===== config.mk =====
export PLATFORM = sky130hd
export DESIGN_NAME = core_mtimer_flat
export DESIGN_NICKNAME = d
export VERILOG_FILES = /design/src/rtl/core_mtimer_if.sv /design/src/rtl/core_mtimer.sv /design/src/flat_wrapper.sv
export SDC_FILE = /design/constraint.sdc
export NUM_CORES = 1
export LEC_CHECK = 0
export ABC_AREA = 0
export CAP_MARGIN = 20
export CORE_AREA = 2 2 117 204
export DETAILED_ROUTE_END_ITERATION = 12
export DIE_AREA = 0 0 119 206
export HOLD_SLACK_MARGIN = 0.12
export PLACE_DENSITY_LB_ADDON = 0.08
export SYNTH_ARGS = -nofsm -noshare
export SYNTH_HDL_FRONTEND = slang
export SYNTH_SLANG_ARGS = --single-unit
export TNS_END_PERCENT = 100

===== constraint.sdc =====
create_clock -name g_clk -period 2.65 [get_ports g_clk]
set_input_delay 0.53 -clock g_clk [delete_from_list [all_inputs] [get_ports g_clk]]
set_output_delay 0.53 -clock g_clk [all_outputs]
set_load 0.02 [all_outputs]

===== src/rtl/core_mtimer_if.sv =====
// MMIO request/response bundle between a bus master and core_mtimer.
// Request is accepted when mmio_req && mmio_gnt; response one cycle later.
interface core_mtimer_if #(
  parameter int AW = 12
);
  logic          mmio_req;
  logic          mmio_gnt;
  logic          mmio_wen;
  logic [7:0]    mmio_strb;
  logic [AW-1:0] mmio_addr;
  logic [63:0]   mmio_wdata;
  logic          mmio_rvalid;
  logic [63:0]   mmio_rdata;
  logic          mmio_error;

  modport master (
    output mmio_req,
    output mmio_wen,
    output mmio_strb,
    output mmio_addr,
    output mmio_wdata,
    input  mmio_gnt,
    input  mmio_rvalid,
    input  mmio_rdata,
    input  mmio_error
  );

  modport slave (
    input  mmio_req,
    input  mmio_wen,
    input  mmio_strb,
    input  mmio_addr,
    input  mmio_wdata,
    output mmio_gnt,
    output mmio_rvalid,
    output mmio_rdata,
    output mmio_error
  );
endinterface


===== src/rtl/core_mtimer.sv =====
// Machine timer + software interrupt source (mtime/mtimecmp/msip over MMIO).
// Optional CORE_MTIMER_PRESCALE_EN adds a 16-bit tick prescaler at 0x18.
module core_mtimer #(
  parameter int          AW        = 12,
  parameter logic [63:0] MTIME_RST = 64'd0
) (
  input  logic          g_clk,
  input  logic          g_resetn,
  core_mtimer_if.slave  bus,
  output logic          int_ti,
  output logic          int_sw
);

  localparam logic [AW-1:0] A_TIME = AW'(0);
  localparam logic [AW-1:0] A_CMP  = AW'(8);
  localparam logic [AW-1:0] A_MSIP = AW'(16);

  logic [63:0] mtime_q, mtime_d;
  logic [63:0] cmp_q, cmp_d;
  logic        msip_q, msip_d;
  logic        rvalid_q, rvalid_d;
  logic [63:0] rdata_q, rdata_d;
  logic        error_q, error_d;
  logic        ti_q, ti_d;
  logic        sw_q, sw_d;

  logic        acc;
  logic        wr;
  logic        sel_time;
  logic        sel_cmp;
  logic        sel_msip;
  logic        sel_presc;
  logic        hit;
  logic        tick;
  logic [63:0] bmask;
  logic [63:0] rd_val;

  assign bus.mmio_gnt = g_resetn;

  assign acc = bus.mmio_req & bus.mmio_gnt;
  assign wr  = acc & bus.mmio_wen;

  // Map entries are 8-aligned, so a misaligned address never selects one.
  assign sel_time = bus.mmio_addr == A_TIME;
  assign sel_cmp  = bus.mmio_addr == A_CMP;
  assign sel_msip = bus.mmio_addr == A_MSIP;
  assign hit = sel_time | sel_cmp | sel_msip | sel_presc;

`ifdef CORE_MTIMER_PRESCALE_EN
  localparam logic [AW-1:0] A_PRESC = AW'(24);

  logic [15:0] presc_q, presc_d;
  logic [15:0] cnt_q, cnt_d;
  logic [16:0] cnt_inc;

  assign sel_presc = bus.mmio_addr == A_PRESC;
  assign cnt_inc = {1'b0, cnt_q} + 17'd1;
  // cnt_q counts elapsed cycles, so prescale P ticks every max(P,1) cycles.
  assign tick = cnt_inc >= {1'b0, presc_q};

  always_comb begin
    presc_d = presc_q;
    cnt_d   = cnt_inc[15:0];
    if (tick)
      cnt_d = 16'd0;
    if (wr & sel_presc) begin
      presc_d = (presc_q & ~bmask[15:0])
              | (bus.mmio_wdata[15:0] & bmask[15:0]);
      cnt_d   = 16'd0;
    end
  end

  always_ff @(posedge g_clk) begin
    if (!g_resetn) begin
      presc_q <= 16'd0;
      cnt_q   <= 16'd0;
    end else begin
      presc_q <= presc_d;
      cnt_q   <= cnt_d;
    end
  end
`else
  assign sel_presc = 1'b0;
  assign tick      = 1'b1;
`endif

  always_comb begin
    bmask = '0;
    for (int i = 0; i < 8; i++)
      bmask[i*8 +: 8] = {8{bus.mmio_strb[i]}};
  end

  always_comb begin
    rd_val = '0;
    unique case (1'b1)
      sel_time: rd_val = mtime_q;
      sel_cmp:  rd_val = cmp_q;
      sel_msip: rd_val = {63'd0, msip_q};
`ifdef CORE_MTIMER_PRESCALE_EN
      sel_presc: rd_val = {48'd0, presc_q};
`endif
      default:  rd_val = '0;
    endcase
  end

  always_comb begin
    mtime_d = mtime_q;
    cmp_d   = cmp_q;
    msip_d  = msip_q;
    // A write to mtime wins over the tick increment in the same cycle.
    if (wr & sel_time)
      mtime_d = (mtime_q & ~bmask)
              | (bus.mmio_wdata & bmask);
    else if (tick)
      mtime_d = mtime_q + 64'd1;
    if (wr & sel_cmp)
      cmp_d = (cmp_q & ~bmask)
            | (bus.mmio_wdata & bmask);
    if (wr & sel_msip & bus.mmio_strb[0])
      msip_d = bus.mmio_wdata[0];
  end

  always_comb begin
    rvalid_d = acc;
    error_d  = acc & ~hit;
    rdata_d  = '0;
    if (acc & ~bus.mmio_wen & hit)
      rdata_d = rd_val;
    ti_d = mtime_q >= cmp_q;
    sw_d = msip_d;
  end

  always_ff @(posedge g_clk) begin
    if (!g_resetn) begin
      mtime_q  <= MTIME_RST;
      cmp_q    <= 64'hFFFF_FFFF_FFFF_FFFF;
      msip_q   <= 1'b0;
      rvalid_q <= 1'b0;
      rdata_q  <= 64'd0;
      error_q  <= 1'b0;
      ti_q     <= 1'b0;
      sw_q     <= 1'b0;
    end else begin
      mtime_q  <= mtime_d;
      cmp_q    <= cmp_d;
      msip_q   <= msip_d;
      rvalid_q <= rvalid_d;
      rdata_q  <= rdata_d;
      error_q  <= error_d;
      ti_q     <= ti_d;
      sw_q     <= sw_d;
    end
  end

  assign bus.mmio_rvalid = rvalid_q;
  assign bus.mmio_rdata  = rdata_q;
  assign bus.mmio_error  = error_q;
  assign int_ti = ti_q;
  assign int_sw = sw_q;

endmodule


===== src/flat_wrapper.sv =====
// flat-port wrapper written by rule: the top's interface ports become plain ports
module core_mtimer_flat 
#(
  parameter int          AW        = 12,
  parameter logic [63:0] MTIME_RST = 64'd0
)
  (g_clk, g_resetn, int_ti, int_sw, bus_mmio_req, bus_mmio_wen, bus_mmio_strb, bus_mmio_addr, bus_mmio_wdata, bus_mmio_gnt, bus_mmio_rvalid, bus_mmio_rdata, bus_mmio_error);
  core_mtimer_if #(.AW(AW)) bus_i ();
  input  logic g_clk;
  input  logic g_resetn;
  output logic int_ti;
  output logic int_sw;
  input wire logic [$bits(bus_i.mmio_req)-1:0] bus_mmio_req;
  input wire logic [$bits(bus_i.mmio_wen)-1:0] bus_mmio_wen;
  input wire logic [$bits(bus_i.mmio_strb)-1:0] bus_mmio_strb;
  input wire logic [$bits(bus_i.mmio_addr)-1:0] bus_mmio_addr;
  input wire logic [$bits(bus_i.mmio_wdata)-1:0] bus_mmio_wdata;
  output wire logic [$bits(bus_i.mmio_gnt)-1:0] bus_mmio_gnt;
  output wire logic [$bits(bus_i.mmio_rvalid)-1:0] bus_mmio_rvalid;
  output wire logic [$bits(bus_i.mmio_rdata)-1:0] bus_mmio_rdata;
  output wire logic [$bits(bus_i.mmio_error)-1:0] bus_mmio_error;
  assign bus_i.mmio_req = bus_mmio_req;
  assign bus_i.mmio_wen = bus_mmio_wen;
  assign bus_i.mmio_strb = bus_mmio_strb;
  assign bus_i.mmio_addr = bus_mmio_addr;
  assign bus_i.mmio_wdata = bus_mmio_wdata;
  assign bus_mmio_gnt = bus_i.mmio_gnt;
  assign bus_mmio_rvalid = bus_i.mmio_rvalid;
  assign bus_mmio_rdata = bus_i.mmio_rdata;
  assign bus_mmio_error = bus_i.mmio_error;
  core_mtimer #(.AW(AW), .MTIME_RST(MTIME_RST)) u_core (.g_clk(g_clk), .g_resetn(g_resetn), .bus(bus_i), .int_ti(int_ti), .int_sw(int_sw));
endmodule

* Yosys cells after proc, flatten, opt, wreduce, memory -nomap -nowiden
Index checks and enable logic that the tools add are counted. Widths: inputs -> output; s select.
Cells by class: $add $sub $neg 1, multiplexer cells 2, magnitude comparators 1, equality and inequality tests 2, bitwise gates (word level) 19, reductions and logical operators 2
Operators by type and width (number):
- $and 64x64->64 | 3
- $pmux 64 s3 | 1
- $or 64x64->64 | 2
- $add 64x1->64 const B | 1
- $ge 64x64->1 | 1
- $mux 64 | 1
- $not 64->64 | 1
- $eq 12x4->1 const B | 1
- $eq 12x5->1 const B | 1
- $logic_not 12->1 | 1
- $and 1x1->1 | 9
- $not 1->1 | 2
- $or 1x1->1 | 2
- $reduce_and 2->1 | 1
Storage, ports and cells: register bits after elaboration 196, input port bits 88, logic and storage cells 34, output and inout port bits 69

* Depth between registers and ports, before layout
Gate-level depths: netlist of the first run.
word-level depth 5, gate-level depth with buffers 9, mapped depth without buffers 8

* Least setup slack after synthesis of the first run
No wires, ideal clock.
kind input to register, start input port bus_mmio_addr[1], end register with a tool-made name, data required time 2509 ps, path buffers 2, arrival time 1977 ps, stages on the path 7, setup time 141 ps, setup slack 531 ps, cells stage by stage nor4_2 -> nand4_2 -> nor3_2 -> and2_1 -> buf_2 -> buf_2 -> o211ai_1
RTL lines:
- start: declaration | RTL line flat_wrapper.sv:16 | input wire logic [$bits(bus_i.mmio_addr)-1:0] bus_mmio_addr;

==> results of run 1 <==
placed cells by master, fill, tap and decap left out, types with 14 or more instances in the layout:
cell | Yosys | layout
clkdlybuf4s50_1 | 0 | 155
a31oi_1 | 22 | 22
and3_1 | 20 | 20
nor2_1 | 110 | 108
clkbuf_16 | 0 | 17
dfxtp_1 | 196 | 196
inv_1 | 71 | 71
o211ai_1 | 64 | 64
ha_1 | 65 | 65
a21oi_1 | 68 | 68
a22oi_1 | 63 | 63
and2_1 | 14 | 14
o21ai_0 | 38 | 38
buf_12 | 0 | 16
nand4_1 | 27 | 27
buf_4 | 6 | 73
nand3_1 | 76 | 75
nand2_1 | 116 | 116
through the flow:
| stage | std cells | area, µm² | utilization | setup TNS, ns | total power [mW] |
|---|---|---|---|---|---|
| floorplan | 1212 | 10200 | - | 0 | 3.11 |
| global placement | 1681 | 12600 | 0.547 | 0 | 3.33 |
| detailed placement | 1681 | 12600 | 0.547 | -0.411 | 3.33 |
| CTS | 1711 | 13200 | 0.572 | 0 | 5.91 |
| global route | 1712 | 13200 | 0.572 | 0 | 6.03 |
| finish | 1713 | 13200 | 0.573 | 0 | 5.87 |
power by group:
group | leakage, nW | total, mW | internal [mW] | switching [mW]
Clock | 0.286 | 2.60 | 1.46 | 1.15
Sequential | 1.58 | 2.95 | 2.95 | 0.00318
Combinational | 3.66 | 0.309 | 0.160 | 0.150
Total | 5.53 | 5.87 | 4.57 | 1.30
critical path: stages, from the launching register on:
cell and delay [ns]:
dfxtp_1 0.33, inv_1 0.05, ha_1 0.25, nand2b_1 0.14
a2111oi_1 0.40, o311ai_0 0.23, a2111o_1 0.50, a21oi_1 0.19
buf_4 0.13, o211ai_1 0.08
routing by layer:
metal | track usage | wire, µm | vias to the layer above
met1 | 0.273 | 12200 | 4742
met2 | 0.482 | 16900 | 297
met3 | 0.0389 | 1110 | 80
met4 | 0.131 | 1260 | 0
li1 | - | - | 4790
met5 | 0 | 0 | -
cells by family (layout without fill, tap and decap cells):
kind of cell / after synthesis / after routing / synth area share
other cells: 0 / 2 / 0
compound gates: 335 / 335 / 0.225
buf+inv: 152 / 347 / 0.0649
simple gates: 441 / 441 / 0.221
mux: 18 / 18 / 0.0193
flops: 196 / 196 / 0.386
xor+xnor: 5 / 5 / 0.00430
fa+ha+maj: 65 / 65 / 0.0799
what timing repair did:
action | CTS | global route
hold buffers | 0 | 0
resized for setup | 0 | 1
setup endpoints to repair | 0 | 1
path summary, 6_finish.rpt:
path / endpoint / from / slack, ns
setup / recovery: u_core.int_ti$_SDFF_PN0_ / flip-flop / 0.23
hold / removal: flip-flop / flip-flop / 0.49
setup reg to reg: u_core.int_ti$_SDFF_PN0_ / flip-flop / 0.23
hold reg to reg: flip-flop / flip-flop / 0.49
final cells by class:
cell class,instances,area (µm²),area share
multi-input cells,864,5620,0.426
flip-flops and latches,196,3920,0.297
repair buffers,245,2420,0.184
clock buffers,22,474,0.0359
well taps,304,380,0.0288
inverters,72,270,0.0205
clock inverters,8,101,0.00768
diodes,2,5.00,0.000379
cell usage after synthesis, types with 7 or more instances:
master      n
dfxtp_1   196
nand2_1   116
nor2_1    110
nand3_1    76
inv_1      71
a21oi_1    68
ha_1       65
o211ai_1   64
a22oi_1    63
clkbuf_1   43
o21ai_0    38
nand4_1    27
buf_2      25
a31oi_1    22
and3_1     20
and2_1     14
and4_1     13
nor3_1     13
a21o_1     11
or3_1      11
o21a_1     10
mux2i_1     8
mux2_2      7
==> results by group, run 1 <==
Status
  • Status: complete, no violations

Drt
  • Avg WL per Cell: between 15 and 20 µm
  • DR vias/cell: 5.78
  • Remaining DRCs: 0
  • Starting DRT DRC Count: about 600
  • Routed Wire Length: between 30000 and 40000 µm
  • Vias: roughly 9900
  • Antenna Nets Post-Route: 0
  • Drt pass-1 iters: 5

STA
  • Final Critical Period: 2.42 ns
  • Period utilization: 0.914
  • Worst slew pin tran: about 0.61 ns
  • Max-slew violations: 0
  • Final worst-path setup slack: 0.227 ns
  • Final Hold Viols: 0
  • RSZ-0062 raised after global routing: no
  • Worst Clk Skew: roughly 0.013 ns
  • Worst slew margin: 0.592
  • Hold Slack: between 0.4 and 0.5 ns
  • Final setup violating endpoints: 0
  • Max Fclk: 413 MHz

GRT
  • Total GRT Usage: 0.256
  • Initial antenna violation count: 2
  • GRT overflow: 0
  • Number of global-route vias before repair: 9722
  • First-pass GRT wire length: ~50000 µm
  • Largest net degree at the start of global routing: 103

Synth
  • Top cell type's share of synthesized area: 0.386
  • Post-Syn Area per Cell: approximately 8.4 µm²
  • Synth Instances: about 1200
  • Post-synthesis cell type count: 75
  • Asr flop ratio synth: 0
  • Sequential share of the synthesized area: 0.386
  • EDFF count, synth: 0
  • Netlist Area Pre-Place: ~0.01 mm²
  • Seq cells post-synth: between 150 and 200
  • Largest area contributor in the netlist: dfxtp_1
  • Synth warn: 0
  • Synth area leaders: dfxtp_1 39%, ha_1 8.0%, o211ai_1 4.7%
  • Mapped Nets: around 1400
  • Synth Flop Type: dfxtp_1

Finish
  • Layout net count: ~1500
  • Layout cell share with drive strength beyond 1: 0.112
  • Area delta synth->final: 29.7%
  • Fill cell count: roughly 2100

CTS
  • H-tree depth: 4
  • Clock Latency Late Sink: approximately 0.45 ns
  • Clock-pin slew on the worst setup and hold paths: 0.07 ns
  • Post CTS Setup Buffer Count: 0
  • Clock sink count: around 200
  • Num CTS Buffers: 17
  • Clock Tree Root: clkbuf_16
  • Clk buf depth: 2
  • CTS tree: yes

Power and ir drop
  • Maximum VDD drop: between 0.3 and 0.4 mV
  • Pwr Density: 444 mW/mm²
  • Leakage Power: about 5.5 nW

Worst setup path
  • CP Launch Type: flip-flop
  • Worst path required time: 2.96 ns
  • Worst-case reg-to-reg path depth: 9
  • WP data arrival: about 2.7 ns
  • Worst Path Max Fanout: 2
  • Worst Setup End Kind: flip-flop
  • WS Path Type: reg2reg

Floorplan
  • Die footprint: approximately 0.025 mm²
  • CORE AREA: roughly 0.023 mm²
  • Initial Util: 0.441
  • IO Pins: between 150 and 200
  • Die X: 119 µm
  • Row count: between 70 and 80
  • Die Y: slightly above 200 µm

Place
  • IO buf count: between 150 and 200
  • GPL Wtd Cong: ~0.87
  • DP Worst Slack: -0.0534 ns
  • Hpwl dp: between 20000 and 25000 µm

Min path
  • Worst Hold Class: reg2reg
  • Hold Crit Depth: 2

Run
  • Max cap viols: 0
Power figures use the tool's default switching activity.
==> run 2, diff against run 1 <==
- SETUP_SLACK_MARGIN: unset -> 0.3
==> results by group, run 2 (synthesis gave the netlist of run 1 again) <==
Status
  • Status: complete, no violations

CTS
  • Clock-pin slew on the worst setup and hold paths: 0.07 ns (about the same)
  • Clock sink count: 196 (unchanged)
  • CTS tree: yes
  • Clk buf depth: 2 (unchanged)
  • Num CTS Buffers: 17 (unchanged)
  • Clock Tree Root: clkbuf_16
  • Clock Latency Late Sink: 0.45 ns (about the same)
  • H-tree depth: 4 (unchanged)
  • CTS Hold Bufs: 0 (unchanged)

STA
  • Final Critical Period: 2.28 ns (-0.145 ns)
  • Worst Clk Skew: 0.0130 ns (-0.000319 ns)
  • Worst slew pin tran: 0.615 ns (+0.00823 ns)
  • Worst slew margin: 0.587 (-0.00553)
  • Max-slew violations: 0 (unchanged)
  • Final worst-path setup slack: 0.372 ns (+0.145 ns)
  • Final setup violating endpoints: 0 (unchanged)
  • RSZ-0062 raised after global routing: yes
  • Max Fclk: 439 MHz (+6.4%)
  • Final Hold Viols: 0 (unchanged)
  • Period utilization: 0.860 (-0.0546)

Power and ir drop
  • Leakage Power: 5.56 nW (+0.55%)
  • Maximum VDD drop: 0.376 mV (+1.3%)
  • Total Power: 5.88 mW (+0.29%)
  • Pwr Density: 443 mW/mm² (-0.42%)

Finish
  • Most frequent cells in the layout: 191 x dfxtp_1, 155 x clkdlybuf4s50_1, 116 x nand2_1
  • Layout cell share with drive strength beyond 1: 0.121 (+0.00986)
  • Area delta synth->final: 30.6%
  • Final instance area: 0.0133 mm² (+0.71%)
  • Fill cell count: 2104 (-0.24%)
  • Commonest non-fill, non-tap cell in the layout: dfxtp_1
  • Layout net count: 1550 (+0.065%)

GRT
  • Initial antenna violation count: 2 (unchanged)
  • GRT overflow: 0 (unchanged)
  • First-pass GRT wire length: 49600 µm (about the same)
  • Number of global-route vias before repair: 9706 (-0.16%)
  • Total GRT Usage: 0.256 (about the same)
  • Largest net degree at the start of global routing: 103 (unchanged)

Place
  • Hpwl dp: 23400 µm (unchanged)
  • DP Worst Slack: -0.0534 ns (unchanged)
  • GPL Wtd Cong: 0.866 (unchanged)
  • Area after DPL: 0.0126 mm² (unchanged)
  • IO buf count: 156 (unchanged)

Drt
  • Avg WL per Cell: 18.4 µm (+0.21%)
  • Routed Wire Length: 31500 µm (+0.27%)
  • Antenna Nets Post-Route: 0 (unchanged)
  • Starting DRT DRC Count: 605 (+1.2%)
  • Drt pass-1 iters: 5 (unchanged)
  • Remaining DRCs: 0 (unchanged)
  • DR vias/cell: 5.78 (about the same)
  • Vias: 9907 (-0.020%)

Worst setup path
  • CP Launch Type: flip-flop
  • Critical path cell sequence: inv_1, ha_1, a211o_1, o211ai_1, o311ai_2, a2111o_1, a21oi_2, buf_4, o211ai_1
  • Worst Setup End Kind: flip-flop
  • CP max stage cell: a2111o_1
  • Worst path required time: 2.96 ns (about the same)
  • Crit-path most repeated cell: o211ai_1
  • WS Path Type: reg2reg
  • Worst stage delay on the critical path: 0.55 ns (+0.05 ns)
  • WP data arrival: 2.59 ns (-0.14 ns)
  • Worst Path Max Fanout: 2 (unchanged)

Floorplan
  • Row count: 74 (unchanged)
  • Initial Util: 0.441 (unchanged)
  • Die X: 119 µm (unchanged)
  • Die footprint: 0.0245 mm² (unchanged)
  • Die Y: 206 µm (unchanged)
  • IO Pins: 157 (unchanged)
  • CORE AREA: 0.0231 mm² (unchanged)

Min path
  • Worst Hold Class: reg2reg

Run
  • Max cap viols: 0 (unchanged)
## run 2: cell types whose count changed in the layout (fill, tap and decap cells not counted), moves of 2 or more
| cell | delta |
|---|---|
| dfxtp_2 | +5 |
| buf_6 | +2 |
| dfxtp_1 | -5 |
| and3_1 | -2 |
## run 2: worst paths after layout
path	from	endpoint	slack, ns	cells after the start
min	flip-flop	flip-flop	0.49	2
max	flip-flop	u_core.int_ti$_SDFF_PN0_	0.37	9
max reg2reg	flip-flop	u_core.int_ti$_SDFF_PN0_	0.37	9
min reg2reg	flip-flop	flip-flop	0.49	2
## run 2: metrics by stage
stage | TNS [ns] | cells | hold slack, ns | util
6_report | 0 | 1714 | 0.494 | 0.577
5_1_grt | 0 | 1713 | 0.504 | 0.577
4_1_cts | 0 | 1711 | 0.491 | 0.573
3_5_place_dp | -0.411 | 1681 | 0.482 | 0.547
3_3_place_gp | 0 | 1681 | 0.470 | 0.547
2_1_floorplan | 0 | 1212 | 0.461 | -
## run 2: power by group
group / total [mW] / leakage (nW) / switching, mW / internal [mW]
clock network: 2.61 / 0.286 / 1.15 / 1.46
registers: 2.95 / 1.58 / 0.00347 / 2.95
logic: 0.320 / 3.69 / 0.155 / 0.165
## run 2: what timing repair did
item / 4_1_cts / 5_1_grt
pin swaps: 1 / 7
setup endpoints to repair: 3 / 22
gates resized for setup: 5 / 17
setup buffers: 0 / 1
## run 2: worst max-delay path: cells and delay by family (launching register included)
kind                     cells  cell delay, ns
flip-flops                   1            0.33
AO/OA/AOI/OAI                6            1.34
adder cells (fa/ha/maj)      1            0.29
buffers and inverters        2            0.17
## run 2: area by class of cell
type / count / area, µm² / area share
clock buffers: 22 / 474 / 0.0357
diodes: 2 / 5.00 / 0.000376
flip-flops and latches: 196 / 3930 / 0.296
well taps: 304 / 380 / 0.0286
multi-input cells: 864 / 5690 / 0.428
inverters: 72 / 270 / 0.0203
repair buffers: 246 / 2440 / 0.184
clock inverters: 8 / 101 / 0.00762
## run 2: layer usage
layer	track usage	wire length [µm]
met2	0.481	17000
met1	0.274	12300
met4	0.132	1220
met3	0.0386	989
met5	0	0
==> run 3, diff against run 2 <==
- CORE_AREA: 2 2 117 204 -> 2 2 154 156
- DIE_AREA: 0 0 119 206 -> 0 0 156 158
==> results by group, run 3 (synthesis gave the netlist of run 1 again) <==
Power and ir drop
  • Clock Power Share: 0.443 (about the same)
  • Switch Pwr: 1.44 mW (+9.4%)
  • Sequential share of power: 0.503 (about the same)
  • Pwr Density: 443 mW/mm² (about the same)
  • Pint: 4.43 mW (-3.1%)
  • Leakage Power: 5.52 nW (-0.65%)
  • Maximum VDD drop: 0.301 mV (-20%)
  • Logic pwr share: 0.054 (about the same)
  • Switch share: 0.245 (+0.0217)

Floorplan
  • Die Y: 158 µm (-23%)
  • Initial Util: 0.441 (about the same)
  • Row count: 56 (-24%)
  • IO Pins: 157 (unchanged)
  • CORE AREA: 0.0231 mm² (about the same)
  • Die footprint: 0.0246 mm² (+0.55%)
  • Die X: 156 µm (+31%)

STA
  • Final Critical Period: 2.24 ns (-0.0358 ns)
  • Worst slew pin tran: 0.658 ns (+0.0432 ns)
  • Hold Slack: 0.484 ns (-0.00995 ns)
  • Period utilization: 0.846 (-0.0135)
  • Final Hold Viols: 0 (unchanged)
  • RSZ-0062 raised after global routing: yes
  • Max Fclk: 446 MHz (+1.6%)
  • Worst slew margin: 0.558 (-0.0290)
  • Final setup violating endpoints: 0 (unchanged)
  • Max-slew violations: 0 (unchanged)
  • Worst Clk Skew: 0.0118 ns (-0.00119 ns)

Place
  • Area after DPL: 0.0126 mm² (-0.36%)
  • IO buf count: 156 (unchanged)
  • GPL Wtd Cong: 0.848 (-2.1%)
  • Hpwl dp: 21800 µm (-6.9%)

GRT
  • First-pass GRT wire length: 48200 µm (-2.8%)
  • Met3 usage: 0.0361 (-0.00250)
  • M1 GR Usage: 0.329 (+0.0553)
  • Initial antenna violation count: 0 (-2)
  • Grt met2 use: 0.412 (-0.0692)
  • Largest net degree at the start of global routing: 44 (-57%)
  • Total GRT Usage: 0.246 (-0.0103)
  • Global-route layer with the greatest usage: met2
  • Number of global-route vias before repair: 9349 (-3.7%)
  • GRT overflow: 0 (unchanged)

Drt
  • Avg WL per Cell: 17.7 µm (-4.0%)
  • Drt pass-1 iters: 5 (unchanged)
  • Remaining DRCs: 0 (unchanged)
  • Vias: 9741 (-1.7%)
  • Routed Wire Length: 30000 µm (-4.9%)
  • Antenna Nets Post-Route: 0 (unchanged)
  • DR vias/cell: 5.74 (-0.75%)
  • Starting DRT DRC Count: 730 (+21%)

CTS
  • Clock Tree Root: clkbuf_16
  • Clock sink count: 196 (unchanged)
  • H-tree depth: 4 (unchanged)
  • CTS Hold Bufs: 0 (unchanged)
  • Clk buf depth: 2 (unchanged)
  • Num CTS Buffers: 17 (unchanged)
  • Clock Latency Late Sink: 0.44 ns (about the same)
  • Clock-pin slew on the worst setup and hold paths: 0.07 ns (about the same)
  • CTS tree: yes

Finish
  • Layout cell share with drive strength beyond 1: 0.121 (unchanged)
  • # diodes: 0 (-2)
  • Post-layout util: 0.575 (-0.00178)
  • Area delta synth->final: 30.2%
  • Commonest non-fill, non-tap cell in the layout: dfxtp_1
  • Most frequent cells in the layout: 195 x dfxtp_1, 155 x clkdlybuf4s50_1, 116 x nand2_1
  • Final instance area: 0.0133 mm² (-0.32%)
  • Layout net count: 1548 (-0.13%)

Worst setup path
  • Worst Path Buf+Inv: 1 (-1)
  • CP Launch Type: flip-flop
  • Worst Path Max Fanout: 5 (+3)
  • WS Path Type: reg2reg
  • WP data arrival: 2.54 ns (-0.05 ns)
  • Worst path required time: 2.95 ns (about the same)
  • Worst Setup End Kind: flip-flop
  • Crit-path leading delay family: compound AO/OA/AOI/OAI gates
  • Critical path cell sequence: ha_1, and2_0, a221o_1, a221oi_1, o21ai_1, a21oi_2, buf_4, o211ai_1
  • CP max stage cell: dfxtp_1
  • Worst stage delay on the critical path: 0.43 ns (-0.12 ns)

Run
  • Max cap viols: 0 (unchanged)

Status
  • Status: complete, no violations

Min path
  • Worst Hold Class: reg2reg
-- run 3: cell count changes in the layout (fill, tap and decap cells not counted), sizes merged --
cell / previous run / this run
bufinv: 2 / 0
clkinvlp: 0 / 2
clkbuf: 22 / 20
clkinv: 5 / 6
diode: 2 / 0
buf: 91 / 89
inv: 73 / 76
-- run 3: area by class of cell --
type | count | area (µm²)
clock buffers | 20 | 467
clock inverters | 12 | 118
fillers | 2121 | 9800
inverters | 72 | 270
multi-input cells | 864 | 5680
flip-flops and latches | 196 | 3930
well taps | 290 | 363
repair buffers | 244 | 2420
-- run 3: per-stage QoR --
step                      setup slack, ns  setup TNS [ns]  total power [mW]  cells
final                               0.408               0              5.87   1698
after detailed placement          -0.0419          -0.425              3.33   1665
after global routing                0.268               0              6.04   1698
after CTS                           0.303               0              5.90   1697
after floorplan                     0.531               0              3.11   1212
after global placement            -0.0142         -0.0240              3.33   1665
-- run 3: worst reg2reg max path: stages, from the launching register on --
cell,delay [ns]
dfxtp_1,0.43
ha_1,0.28
and2_0,0.16
a221o_1,0.31
a221oi_1,0.36
o21ai_1,0.21
a21oi_2,0.15
buf_4,0.11
o211ai_1,0.09
-- run 3: what timing repair did --
item                                    in CTS  in global routing
buffers inserted                             0                  1
pin swaps                                    0                  5
endpoints found under the setup margin       1                 30
hold endpoints to repair                     0                  0
gates resized for setup                      4                 17
-- run 3: power groups by stage --
stage,registers [mW],clock network [mW],logic [mW]
6_report,2.95,2.60,0.318
2_1_floorplan,3.02,0,0.0840
3_5_place_dp,3.02,0,0.310
4_1_cts,2.95,2.64,0.314
5_1_grt,2.95,2.76,0.338
3_3_place_gp,3.02,0,0.313
-- run 3: final timing paths --
path              from                  endpoint  slack (ns)  cells after the start
min reg2reg  flip-flop                 flip-flop        0.48                      2
max reg2reg  flip-flop  u_core.int_ti$_SDFF_PN0_        0.41                      8
min          flip-flop                 flip-flop        0.48                      2
max          flip-flop  u_core.int_ti$_SDFF_PN0_        0.41                      8
-- run 3: metal layers --
layer / wire length (µm) / share of wire
met5: 0 / 0
met4: 510 / 0.017
met3: 1350 / 0.045
met2: 14100 / 0.47
met1: 14000 / 0.47
